## src/rtl/ram_pkg.sv

```systemverilog
// Shared definitions for the parametrised single-port RAM: controller state
// encoding, default geometry and the parity helper used by the optional
// RAM_PARITY_EN build.
package ram_pkg;

    typedef enum logic {
        ST_INIT = 1'b0,
        ST_IDLE = 1'b1
    } state_t;

    localparam int DEF_WIDTH = 8;
    localparam int DEF_DEPTH = 4;

    // Even parity (XOR of all bits); callers zero-extend data to 64 bits.
    function automatic logic even_parity(input logic [63:0] d);
        return ^d;
    endfunction

endpackage

```

## src/rtl/ram_sweep_ctrl.sv

```systemverilog
// Sweep controller for ram_sync_param: owns the INIT/IDLE state, the clear
// sweep pointer, the ready/busy decode and the array write-port mux.
module ram_sweep_ctrl
    import ram_pkg::*;
#(
    parameter int DEPTH = DEF_DEPTH,
    parameter int AW    = $clog2(DEPTH)
) (
    input  logic          clock,
    input  logic          clear,
    input  logic          req,
    input  logic          rw,
    input  logic [AW-1:0] address,
    input  logic          wipe,
    output logic          ready,
    output logic          busy,
    output logic          mem_we,
    output logic [AW-1:0] mem_addr,
    output logic          mem_zero,
    output logic          rd_en,
    output logic          addr_ok
);

    localparam logic [AW-1:0] LAST    = AW'(DEPTH - 1);
    localparam logic [AW:0]   DEPTH_W = (AW + 1)'(DEPTH);

    state_t        state, state_nxt;
    logic [AW-1:0] ptr, ptr_nxt;
    logic          accept;

    // State and sweep pointer; clear restarts the sweep from word 0.
    always_ff @(posedge clock or negedge clear) begin
        if (!clear) begin
            state <= ST_INIT;
            ptr   <= '0;
        end else begin
            state <= state_nxt;
            ptr   <= ptr_nxt;
        end
    end

    // Next state: sweep walks every word once, wipe re-enters the sweep.
    always_comb begin
        state_nxt = state;
        ptr_nxt   = ptr;
        case (state)
            ST_INIT: begin
                if (ptr == LAST) begin
                    state_nxt = ST_IDLE;
                    ptr_nxt   = '0;
                end else begin
                    ptr_nxt = ptr + 1'b1;
                end
            end
            ST_IDLE: begin
                if (wipe) begin
                    state_nxt = ST_INIT;
                    ptr_nxt   = '0;
                end
            end
            default: begin
                state_nxt = ST_INIT;
                ptr_nxt   = '0;
            end
        endcase
    end

    // Outputs: sweep owns the write port in INIT; wipe masks a same-cycle req.
    always_comb begin
        ready    = (state == ST_IDLE);
        busy     = (state != ST_IDLE);
        addr_ok  = ({1'b0, address} < DEPTH_W);
        accept   = (state == ST_IDLE) && !wipe && req;
        mem_we   = 1'b0;
        mem_addr = address;
        mem_zero = 1'b0;
        rd_en    = 1'b0;
        if (state == ST_INIT) begin
            mem_we   = 1'b1;
            mem_addr = ptr;
            mem_zero = 1'b1;
        end else if (accept) begin
            if (rw) begin
                mem_we = addr_ok;
            end else begin
                rd_en = 1'b1;
            end
        end
    end

endmodule

```

## src/rtl/ram_sync_param.sv

```systemverilog
// Parametrised synchronous single-port RAM (WIDTH x DEPTH) with req/ready
// handshake, registered read plus valid strobe and a hardware clear sweep.
// Optional build macro RAM_PARITY_EN adds a stored even-parity bit, a write
// parity-inject input and a read parity-error output (WIDTH <= 64).
module ram_sync_param
    import ram_pkg::*;
#(
    parameter  int WIDTH = DEF_WIDTH,
    parameter  int DEPTH = DEF_DEPTH,
    localparam int AW    = $clog2(DEPTH)
) (
    input  logic             clock,
    input  logic             clear,
    input  logic             req,
    input  logic             rw,
    input  logic [AW-1:0]    address,
    input  logic [WIDTH-1:0] i,
    input  logic             wipe,
`ifdef RAM_PARITY_EN
    input  logic             perr_inject,
    output logic             perr,
`endif
    output logic [WIDTH-1:0] o,
    output logic             valid,
    output logic             ready,
    output logic             busy
);

`ifdef RAM_PARITY_EN
    localparam int MW = WIDTH + 1;
`else
    localparam int MW = WIDTH;
`endif

    logic [MW-1:0] mem [DEPTH];
    logic          mem_we, mem_zero, rd_en, addr_ok;
    logic [AW-1:0] mem_addr;
    logic [MW-1:0] wr_word, rd_word;

    ram_sweep_ctrl #(
        .DEPTH (DEPTH),
        .AW    (AW)
    ) u_ctrl (
        .clock    (clock),
        .clear    (clear),
        .req      (req),
        .rw       (rw),
        .address  (address),
        .wipe     (wipe),
        .ready    (ready),
        .busy     (busy),
        .mem_we   (mem_we),
        .mem_addr (mem_addr),
        .mem_zero (mem_zero),
        .rd_en    (rd_en),
        .addr_ok  (addr_ok)
    );

    // Write word: zeros during the sweep (parity 0 is correct for zero data).
    always_comb begin
        wr_word = '0;
        if (!mem_zero) begin
`ifdef RAM_PARITY_EN
            wr_word = {even_parity(64'(i)) ^ perr_inject, i};
`else
            wr_word = i;
`endif
        end
        rd_word = addr_ok ? mem[address] : '0;
    end

    // Storage array; no reset, contents are defined by the sweep.
    always_ff @(posedge clock) begin
        if (mem_we) begin
            mem[mem_addr] <= wr_word;
        end
    end

    // Read register: o holds the last read; out-of-range reads return zero.
    always_ff @(posedge clock or negedge clear) begin
        if (!clear) begin
            o     <= '0;
            valid <= 1'b0;
`ifdef RAM_PARITY_EN
            perr  <= 1'b0;
`endif
        end else begin
            valid <= rd_en;
            if (rd_en) begin
                o <= addr_ok ? rd_word[WIDTH-1:0] : '0;
            end
`ifdef RAM_PARITY_EN
            perr <= rd_en && addr_ok &&
                    (rd_word[WIDTH] != even_parity(64'(rd_word[WIDTH-1:0])));
`endif
        end
    end

endmodule

```

## config.mk

```make
export PLATFORM = sky130hd
export DESIGN_NAME = ram_sync_param
export DESIGN_NICKNAME = d
export VERILOG_FILES = /design/src/rtl/ram_pkg.sv /design/src/rtl/ram_sweep_ctrl.sv /design/src/rtl/ram_sync_param.sv
export SDC_FILE = /design/constraint.sdc
export NUM_CORES = 1
export LEC_CHECK = 0
export ABC_CLOCK_PERIOD_IN_PS = 1600
export CAP_MARGIN = 0
export CORE_MARGIN = 3
export CORE_UTILIZATION = 45
export CTS_CLUSTER_DIAMETER = 200
export DETAILED_ROUTE_END_ITERATION = 8
export PLACE_DENSITY_LB_ADDON = 0.05
export SETUP_SLACK_MARGIN = 0.4
export SLEW_MARGIN = 15
export SYNTH_ARGS = -nofsm -noshare
export SYNTH_HDL_FRONTEND = slang
export SYNTH_SLANG_ARGS = --single-unit
```

## constraint.sdc

```tcl
create_clock -name clock -period 1.6 [get_ports clock]
set_input_delay 0.16 -clock clock [delete_from_list [all_inputs] [get_ports clock]]
set_output_delay 0.16 -clock clock [all_outputs]
set_load 0.05 [all_outputs]
```

## After elaboration in Yosys (flattened, before gate mapping)

Memories as Yosys holds them, arrays and structs flattened. A register that Yosys moved wholly into a read port is not among the register bits.
Index checks and enable logic that the tools add are counted.
W data, S select, Z words.

- Register bits after elaboration: 4
- RAM bits: 32
- Input bits: 15
- Output and inout bits: 11
- Logic and storage cells: 28
- Memories kept: 1

Memories:

| memory | depth | width | rd ports | clocked after Yosys merged registers in | wr ports | line | source |
|---|---|---|---|---|---|---|---|
| mem | 4 | 8 | 1 | 1 | 1 | ram_sync_param.sv:35 | `logic [MW-1:0] mem [DEPTH];` |

- Add/subtract/negate cells: 1
- Equal/unequal tests: 2
- Mux-type cells: 16
- Bitwise logic cells: 1
- Reduce and logical (&&, ||, !) cells: 4

Operator list:

| operator | count |
|---|---|
| $mux W1 | 10 |
| $mux W8 | 1 |
| $mux W2 | 3 |
| $pmux W2 S2 | 1 |
| $add A2 B1 Y2 const B | 1 |
| $eq A2 B2 Y1 const B | 1 |
| $logic_and A1 B1 Y1 | 2 |
| $logic_not A1 Y1 | 2 |
| $ne A2 B2 Y1 const B | 1 |
| $pmux W1 S2 | 1 |
| $not A1 Y1 | 1 |

## Longest topological paths before layout

Gate-level depths: netlist of the first run.

- Depth after elaboration: 7
- Depth in mapped cells: 4
- Gate-level depth less buffers: 3

## Cells and area by module

A second synthesis of the first run with hierarchy kept.

- Cell total of the unflattened synthesis: 109
- Area total of the unflattened synthesis: 1,794.2 sq um

By module, submodules not included:

| module | instances | cells an instance | area each (sq um) | sequential area each (sq um) |
|---|---|---|---|---|
| ram_sync_param | 1 | 91 | 1,595.3 | 1,186.1 |
| ram_sweep_ctrl | 1 | 18 | 198.9 | 75.1 |

## Worst setup path before layout of the first run

Ideal clock, no wire load.

- Path kind: reg-to-reg
- Start point: register u_ctrl.state, in the netlist u_ctrl.ready
- End point: register o[0], read port of mem
- Setup time: 125 ps
- Arrival: 1,848 ps
- Data required time: 1,475 ps
- Setup slack: -373 ps
- Cell stages (with the launch flop): 5
- Buffers on the path: 1
- Period minus slack after synthesis: 1,973 ps
- Cells stage by stage: dfrtp_1 -> buf_6 -> inv_2 -> nor4b_4 -> mux2_2

- Cells in the longest elaborated chain, start to end: 4

Ends and longest elaborated chain:

| element | line | source |
|---|---|---|
| start, declared | ram_sweep_ctrl.sv:27 | `state_t state, state_nxt;` |
| start signal, assigned | ram_sweep_ctrl.sv:37 | `state <= state_nxt;` |
| $logic_and A1 B1 Y1 (2 in series) | ram_sweep_ctrl.sv:73 | `accept = (state == ST_IDLE) && !wipe && req;` |
| $mux W1 | ram_sweep_ctrl.sv:82 | `end else if (accept) begin` |
| $mux W1 * | ram_sweep_ctrl.sv:78 | `if (state == ST_INIT) begin` |
| net rd_en | ram_sync_param.sv:36 | `logic mem_we, mem_zero, rd_en, addr_ok;` |
| end, declared | ram_sync_param.sv:23 | `output logic [WIDTH-1:0] o,` |

Mark *: on every way through the listed nets, which the timed path passes. The rest lies on a longest branch.
A chain may end at the register's enable or synchronous reset.

## Worst setup path after layout of the first run

- Start point: register u_ctrl.state, in the netlist u_ctrl.ready
- End point: memory mem[1][5] (netlist bit) (enable)

- Cells in the longest elaborated chain, start to end: 6
- Elaborated cells between the ends (all ways): 7
- Classes of those cells: mux: 5; reduce/logical: 2

Ends and longest elaborated chain:

| element | line | source |
|---|---|---|
| $logic_and A1 B1 Y1 (2 in series) | ram_sweep_ctrl.sv:73 |  |
| $mux W1 | ram_sweep_ctrl.sv:82 |  |
| $mux W1 | ram_sweep_ctrl.sv:78 |  |
| $mux W1 | ram_sync_param.sv:74 | `if (mem_we) begin` |
| $mux W1 (implied by the code) | ram_sync_param.sv:75 | `mem[mem_addr] <= wr_word;` |
| end, declared | ram_sync_param.sv:35 |  |

Parallel ways exist; a longest one is shown, timed or not.

==> metrics.txt, run 1 <==
unique cell type count in the Yosys netlist 20; Ant. Diodes 0; placer congestion estimate 0.720; Post-Synthesis Cells 93; die area 4730 um2; Setup Skew 0.00726 ns; drt first pass iters 4; Port-buffer cells 25; dominant cell by count in the synthesized netlist edfxtp_1; Rows 22; post-synth net total 109; post-synthesis to final-layout area growth 43.3%; maxcap violations 0; largest net degree at the start of global routing 15; vias in the first global route about 1,000; Seq cells post-synth between 40 and 50; vias per inst 5.17; clk sink count 44; Post-Synthesis Cell Area 1770 um2; CTS Buf Count 5; max_slew headroom about 69%; GRT overflow 0; Hold Vio Cnt, Final 0; placeable core area 3720 um2; worst-path maximum fanout 6; Starting Density 47.7%; Yosys top cell by area edfxtp_1; commonest cells in the netlist edfxtp_1, dfrtp_1, mux2_2; RSZ-0062 raised after global routing yes; HPWL Detailed between 2 and 2.5 mm; Synth Flop Type edfxtp_1; status complete, no violations; leak pwr between 1 and 1.5 nW; Worst-path clk slew around 0.080 ns; post-route DRC violation count 0; Avg Cell Area, Syn 19.1 um2; Worst EP required 1.65 ns; Hold WC Path Type input pin to asynchronous set/reset pin; P per Cell Area 1940 nW/um2; Die Span X 68.8 um; crit share post-route 89.2%; final non-filler cell total 193; Global Route Usage Sum 16.7%; fin util 68.4%; antenna violations before repair 0; CTS root buffer clkbuf_8; H-tree depth 2; Die Y around 69 um; CP arrival 1.48 ns; Yosys Warn Count 0; CTS tree yes; Placed Cells 174; Fill cells 256; NumNets Final 160; CP endpoint kind register; Final Setup Violations 0; via count 998; clock tree buffer depth 2; Tmin final 1.43 ns; number of synthesized flops with an enable pin 32; worst vdd ir just under 900 uV; Slew @ Worst Pin 0.462 ns; Final TNS setup 0 ns; WS Path Type register to register; sequential area share after synthesis 71.1%; initial drt markers 60; startpoint types register; Max Freq around 700 MHz; first-pass GRT wire length 5.25 mm; drt total wl 3.60 mm; cts hold-fix bufs 0; # IOs 26; Worst-Skew Late Latency 0.29 ns; ys async rst share 27.3%; Routed Antenna Nets 0; Yosys top cell area share between 50% and 60%; synth top area cells edfxtp_1, dfrtp_1, mux4_2, mux2_2, and2_1; per-cell routed wire length 18.6 um; layout cells sized above 1 between 50% and 60%; max-slew violations 0
==> routing by layer <==
metal | part of all wire (%) | track usage (%) | routed length, um
met1 | 40 | 19.2 | 1430
met2 | 56 | 29.0 | 2010
met3 | 3.0 | 5.35 | 109
met4 | 1.3 | 6.33 | 47
met5 | 0 | 0 | 0
==> path summary, 6_finish.rpt <==
path,end,cells after the start,slack (ns),startpoint
setup / recovery,mem[1][5],4,0.17,u_ctrl.ready
hold / removal,o[1],1,0.19,clear
setup reg to reg,mem[1][5],4,0.17,u_ctrl.ready
hold reg to reg,o[1],1,0.52,o[1]
max in group asynchronous,o[4],2,0.96,clear
min in group clock,u_ctrl.ptr[0],3,0.39,wipe
==> state kept, by name (all words and copies together), names as in the netlist <==
register / flops
u_ctrl.ptr: 2
mem: 32
o: 8
u_ctrl.ready: 1
valid: 1
==> repair_timing <==
action	4_1_cts	5_1_grt
resized for setup	22	21
endpoints found under the setup margin	43	75
pin swaps	3	5
gates cloned	0	1
buffers inserted	8	2
==> through the flow <==
step / hold slack, ns / cell area [um2] / total power, mW / setup slack, ns
after floorplan: -0.136 / 1800 / 3.03 / -0.0998
after global placement: 0.492 / 2170 / 3.62 / -0.198
after detailed placement: 0.497 / 2170 / 3.69 / -0.226
after CTS: 0.197 / 2420 / 4.74 / 0.138
after global routing: 0.216 / 2540 / 5.17 / 0.116
final: 0.187 / 2540 / 4.92 / 0.173
==> power by group <==
group	leakage [nW]	switching, mW	internal, mW
clock	0.0412	0.348	0.305
combinational	0.514	1.16	1.13
sequential	0.451	0.218	1.76
total	1.01	1.72	3.19
==> layout by cell type (no fill, tap or decap), types with 2 or more instances in the layout <==
master            n
clkdlybuf4s50_1  11
dfrtp_1          11
buf_4            18
buf_6            11
and2_4            7
dlymetal6s2s_1    3
nand2_1           2
mux4_2            8
mux2_4            9
nor2_4            5
buf_12            4
clkbuf_8          5
edfxtp_1         32
==> final cells by class <==
| class | instances | area (um2) | share of cell area (%) |
|---|---|---|---|
| clock buffer | 6 | 72.6 | 2.86 |
| clock inverter | 2 | 12.5 | 0.493 |
| inverter | 1 | 11.3 | 0.443 |
| multi-input combinational | 44 | 609 | 24.0 |
| sequential | 44 | 1260 | 49.7 |
| tap | 48 | 60.1 | 2.36 |
| timing repair buffer | 48 | 512 | 20.1 |
==> kinds of logic after synthesis <==
kind of cell,after synthesis,share of synthesized area (%)
mux,19,17.0
fa+ha+maj,1,0.706
flops,44,71.1
compound gates,4,1.34
simple gates,20,7.48
buf+inv,5,2.33
==> critical path: stages, from the launching register on <==
cell	delay (ns)
dfrtp_2	0.51
mux2i_2	0.34
buf_4	0.17
nor2_4	0.04
buf_6	0.14
(Power assumes the default switching activity.)
==> run 2: changes to the inputs <==
--- a/config.mk
+++ b/config.mk
@@ -7,10 +7,13 @@
 export LEC_CHECK = 0
 export ABC_CLOCK_PERIOD_IN_PS = 1600
 export CAP_MARGIN = 0
+export CORE_ASPECT_RATIO = 1.25
 export CORE_MARGIN = 3
 export CORE_UTILIZATION = 45
 export CTS_CLUSTER_DIAMETER = 200
+export CTS_CLUSTER_SIZE = 8
 export DETAILED_ROUTE_END_ITERATION = 8
+export MAX_ROUTING_LAYER = met4
 export PLACE_DENSITY_LB_ADDON = 0.05
 export SETUP_SLACK_MARGIN = 0.4
 export SLEW_MARGIN = 15
==> metrics.txt, run 2 (synthesis gave the netlist of run 1 again) <==
vias per inst 5.10 (-1.4%); most frequent cells in the layout edfxtp_1, buf_4, clkdlybuf4s50_1, dfrtp_1; Tmin final 1.46 ns (+0.0362 ns); FF-to-FF path depth 4 (unchanged); via count 994 (-0.40%); HPWL Detailed 2.35 mm (-1.3%); setup ws final 0.137 ns (-0.0362 ns); Worst EP required 1.77 ns (+0.12 ns); CP arrival 1.64 ns (+0.16 ns); worst vdd ir 1230 uV (+40%); Fin Hold WS 0.166 ns (-0.0209 ns); CTS Buf Count 5 (unchanged); multi-input logic area 557 um2 (-8.6%); layout cells sized above 1 51.7% (-3.4 points); Fill cells 246 (-3.9%); post-route DRC violation count 0 (unchanged); NumNets Final 158 (-1.3%); WS Path Type register to register; cts hold-fix bufs 0 (unchanged); worst-path maximum fanout 9 (+3); status complete, no violations; RSZ-0062 raised after global routing yes; fin util 68.4% (+0.073 points); Most flops, register mem; H-tree depth 2 (unchanged); first-pass GRT wire length 5.37 mm (+2.2%); # IOs 26 (unchanged); Final Setup Violations 0 (unchanged); max reg flops 32 (unchanged); maxcap violations 0 (unchanged); drt first pass iters 4 (unchanged); crit share post-route 91.5% (+2.3 points); Reg2Reg Setup Slack 0.14 ns (-0.04 ns); Die Span X 62.1 um (-9.6%); Global Route Usage Sum 15.7% (-1.0 points); R2R Path Start u_ctrl.ready; Storage cell area 1260 um2 (about the same); max_slew headroom 81.4% (+12 points); placer congestion estimate 0.765 (+6.2%); antenna violations before repair 0 (unchanged); Worst-path clk slew 0.08 ns (about the same); max-slew violations 0 (unchanged); Placed Area 2230 um2 (+2.4%); startpoint types register; Slew @ Worst Pin 0.278 ns (-0.185 ns); post-synthesis to final-layout area growth 40.2%; initial drt markers 6 (-90%); Rows 24 (+9.1%); pre-CTS setup slack -0.220 ns (+0.00629 ns); Setup Skew 0.00993 ns (+0.00267 ns); Hold WC Path Type input pin to asynchronous set/reset pin; largest net degree at the start of global routing 14 (-1); most common cell after layout, fill and taps aside edfxtp_1; placeable core area 3630 um2 (-2.2%); Routed Antenna Nets 0 (unchanged); Hold Vio Cnt, Final 0 (unchanged); leak pwr 0.970 nW (-3.7%); P per Cell Area 1960 nW/um2 (+1.0%); Final TNS setup 0 ns (unchanged); per-cell routed wire length 17.6 um (-5.5%); clock tree buffer depth 2 (unchanged); Ant. Diodes 0 (unchanged); Starting Density 48.8% (+1.1 points); Port-buffer cells 25 (unchanged); Worst-Skew Late Latency 0.29 ns (about the same); CTS tree yes; final non-filler cell total 195 (+1.0%); die area 4730 um2 (about the same); final instance area 2490 um2 (-2.1%); CP endpoint kind register; vias in the first global route 1,032 (-1.2%); Max Freq 683 MHz (-2.5%); Critical R2R Capture o[5]; Placed Cells 181 (+4.0%); CTS root buffer clkbuf_8; GRT overflow 0 (unchanged); clk sink count 44 (unchanged); biggest regs mem x32, o x8, u_ctrl.ptr x2; Die Y 76.2 um (+11%); drt total wl 3.44 mm (-4.5%); overall power 4.86 mW (-1.1%)
==> run 2: changes by cell type in the layout (fill, tap and decap cells not counted), sizes merged <==
cell      before  now
clkinvlp       1    0
clkbuf         7    6
buf           33   32
bufinv         0    1
==> run 2: worst max path at each step <==
stage | start | endpoint | cells after the start
detailed placement | wipe | mem[3][1] | 4
finish | u_ctrl.ready | o[5] | 4
floorplan | u_ctrl.ready | o[0] | 4
global placement | req | mem[1][3] | 5
CTS | u_ctrl.ready | mem[1][1] | 4
global route | u_ctrl.ready | o[1] | 4
==> run 2: final cells by class <==
type | count | share of cell area [%]
Timing Repair Buffer | 46 | 19.4
Clock inverter | 2 | 1.41
Multi-Input combinational cell | 44 | 22.4
Clock buffer | 6 | 2.92
Inverter | 1 | 0.453
Tap cell | 52 | 2.62
Sequential cell | 44 | 50.8
==> run 2: what timing repair did <==
| action | 4_1_cts | 5_1_grt |
|---|---|---|
| resized for setup | 10 | 13 |
| endpoints found under the setup margin | 43 | 75 |
| setup buffers | 5 | 1 |
| pin swaps | 3 | 6 |
==> run 2: routing by layer <==
layer | part of all wire, % | global-route usage [%]
met2 | 57 | 28.7
met3 | 3.9 | 3.83
met5 | 0 | -
met4 | 1.5 | 5.53
met1 | 37 | 16.3
==> run 2: worst max-delay path: stages, from the launching register on <==
cell and delay, ns:
dfrtp_2 0.52, inv_8 0.05, nor4b_4 0.28, buf_12 0.17, mux2_2 0.33
==> run 2: where the power goes <==
part           switching, mW  total, mW  internal, mW  leakage [nW]
logic                   1.10       2.08         0.978         0.464
clock network          0.358      0.821         0.463        0.0552
registers              0.202       1.96          1.76         0.450
==> patch 1, RTL diff (config.mk and constraints of run 1) <==
Build with the macro `RAM_PARITY_EN` defined.
--- a/src/rtl/ram_sync_param.sv
+++ b/src/rtl/ram_sync_param.sv
@@ -2,6 +2,8 @@
 // handshake, registered read plus valid strobe and a hardware clear sweep.
 // Optional build macro RAM_PARITY_EN adds a stored even-parity bit, a write
 // parity-inject input and a read parity-error output (WIDTH <= 64).
+`define RAM_PARITY_EN
+
 module ram_sync_param
     import ram_pkg::*;
 #(
Interface: changed (added perr and perr_inject); port bits go from 26 to 28. The function was not compared with the original's and may differ.
==> patch 1 against run 1 <==
  * Core utilization down 0.14 points
  * Cell count rose by 19%
  * Critical path depth did not move
  * Fmax fell by 16%
  * Setup slack got worse by 0.27 ns
  * Critical endpoint is now perr
  * Power rose by 21%
  * Non-clock buffer count up 11
  * Wire length increased by 16%
  * Sequential cell count grew 5
  * The flow now finishes with violations (setup timing)
  * Cell area is 19% higher
  * Area after synthesis grew 20%
  * Global-route usage rose by 0.79 points
==> patch 1: results (changes against run 1) <==
- Largest regs: mem x36, o x8, u_ctrl.ptr x2 (was mem x32, o x8, u_ctrl.ptr x2)
- WP data arrival: 1.89 ns (was 1.48 ns)
- Cell variety after synth: 28 (was 20)
- DP Area: 2605 sq um (was 2175 sq um)
- Failing checks: setup timing
- Sequential fraction of the synthesis area: 66.35% (was 71.14%)
- IO buf count: 27 (was 25)
- Net Count, Synth: 132 (was 109)
- Top cells by area, synth: edfxtp_1 51%, dfrtp_1 15%, mux4_1 7.4% (was edfxtp_1 54%, dfrtp_1 17%, mux4_2 10%)
- # placed instances: 204 (was 174)
- Syn Area/Cell: 18.43 sq um (was 19.06 sq um)
- Int Pwr: 0.003927 W (was 0.003194 W)
- Met3 usage: 4.806% (was 5.348%)
- Worst Slack Setup Final: -0.09742 ns (was 0.1729 ns)
- Vias in the first global route: 1269 (was 1045)
- Routability cong.: 0.6921 (was 0.7201)
- Main synth FF type: edfxtp_1 (unchanged)
- Initial DRC count: 25 (was 60)
- Clock skew: 0.008752 ns (was 0.007261 ns)
- Maximum vdd drop: 0.0008047 V (was 0.0008788 V)
- Metal1 wirelength: 1779 microns (was 1431 microns)
- Top Layer Used: met4 (unchanged)
- Slew @ Worst Pin: 0.5511 ns (was 0.4625 ns)
- EDFF count, synth: 36 (was 32)
- Worst-path fanout max: 2 (was 6)
- Vias per cell: 5.323 (was 5.171)
- First-pass DRT Iterations: 4 (unchanged)
- Metal3 WL: 144 microns (was 109 microns)
- M2 GR Usage: 30.05% (was 28.96%)
- Status: finished with violations (was finished, final reports clean)
- Final setup fails: 1 (was 0)
- Wire length on met2: 2197 microns (was 2009 microns)
- M1 GR Usage: 21.39% (was 19.19%)
- Tmin final: 1.697 ns (was 1.427 ns)
- Via count: 1219 (was 998)
- Nets@finish: 193 (was 160)
- Global-route wire length before repair: 6762 microns (was 5250 microns)
- Layout cell share with drive strength beyond 1: 52.54% (was 55.17%)
- LEAKAGE: 1.215 nW (was 1.007 nW)
- GRT Overall Usage: 17.48% (was 16.69%)
- Post-DP HPWL: 2765 microns (was 2376 microns)
- Largest net degree at the start of global routing: 17 (was 15)
- Post-synth ARST share: 26.53% (was 27.27%)
- Top post-synthesis cells by count: 36 x edfxtp_1, 13 x dfrtp_1, 9 x mux2_2, 8 x and2_1, 7 x nor2_1 (was 32 x edfxtp_1, 12 x dfrtp_1, 9 x mux2_2, 8 x mux4_2, 7 x and2_1)
- DR WL/cell: 18.28 microns (was 18.64 microns)
-- patch 1: changes by cell type in the layout (fill, tap and decap cells not counted), moves of 3 or more --
cell,change
buf_12,+4
clkdlybuf4s50_1,-6
dlygate4sd2_1,+6
dlymetal6s2s_1,-3
edfxtp_1,+4
xnor2_2,+4
xnor3_1,+3
-- patch 1: cell families after synthesis --
kind of cell    count (synthesis)  share of synthesized area (%)
buf+inv                         6                          2.007
compound gates                  5                          1.712
fa+ha+maj                       1                         0.5902
xor+xnor                       12                          7.261
flops                          49                          66.35
mux                            20                          16.35
simple gates                   22                          5.727
-- patch 1: what timing repair did --
| action | CTS | global route |
|---|---|---|
| gates cloned | 3 | 0 |
| resized for setup | 55 | 12 |
| pin swaps | 10 | 7 |
| buffers inserted | 7 | 7 |
| endpoints found under the setup margin | 51 | 84 |
| hold endpoints to repair | 0 | 0 |
-- patch 1: metrics by stage --
| step | total power (W) | setup TNS [ns] | utilization (%) | hold WS, ns | worst slack [ns] |
|---|---|---|---|---|---|
| 2_1_floorplan | 0.003560 | -4.646 | - | -0.1356 | -0.3391 |
| 3_3_place_gp | 0.004365 | -11.73 | 58.61 | 0.4923 | -0.6587 |
| 3_5_place_dp | 0.004452 | -11.72 | 58.61 | 0.5012 | -0.6437 |
| 4_1_cts | 0.005746 | -0.2398 | 65.93 | 0.2192 | -0.1055 |
| 5_1_grt | 0.006246 | -0.2837 | 68.22 | 0.2155 | -0.1557 |
| 6_report | 0.005945 | -0.09742 | 68.22 | 0.2057 | -0.09742 |
-- patch 1: worst paths after layout --
| kind | from | to | slack (ns) | cells past startpoint |
|---|---|---|---|---|
| setup / recovery | mem[3][0] | perr | -0.1 | 4 |
| hold / removal | clear | valid | 0.21 | 1 |
| setup reg to reg | mem[3][0] | perr | -0.1 | 4 |
| hold reg to reg | o[1] | o[1] | 0.52 | 1 |
| max in group asynchronous | clear | u_ctrl.ready | 1.00 | 1 |
| min in group clock | i[1] | mem[3][1] | 0.23 | 2 |
-- patch 1: worst max-delay path: stages, from the launching register on --
cell	delay [ns]
edfxtp_1	0.38
mux4_2	0.53
xnor2_2	0.21
xnor3_1	0.34
mux2i_1	0.13
-- patch 1: cell type report --
class                      instances  area (sq um)
inverter                           1         7.507
timing repair buffer              59         666.9
sequential                        49          1408
multi-input combinational         60         794.5
clock inverter                     3         21.27
fill                             305          1413
tap                               52         65.06
clock buffer                       5         68.82
-- patch 1: power groups by stage --
stage               Sequential (W)  Clock (W)  Combinational [W]
global route               0.00220   0.000808            0.00324
global placement           0.00215          0            0.00222
finish                     0.00215   0.000718            0.00308
floorplan                  0.00251          0            0.00105
CTS                        0.00216   0.000744            0.00284
detailed placement         0.00219          0            0.00226
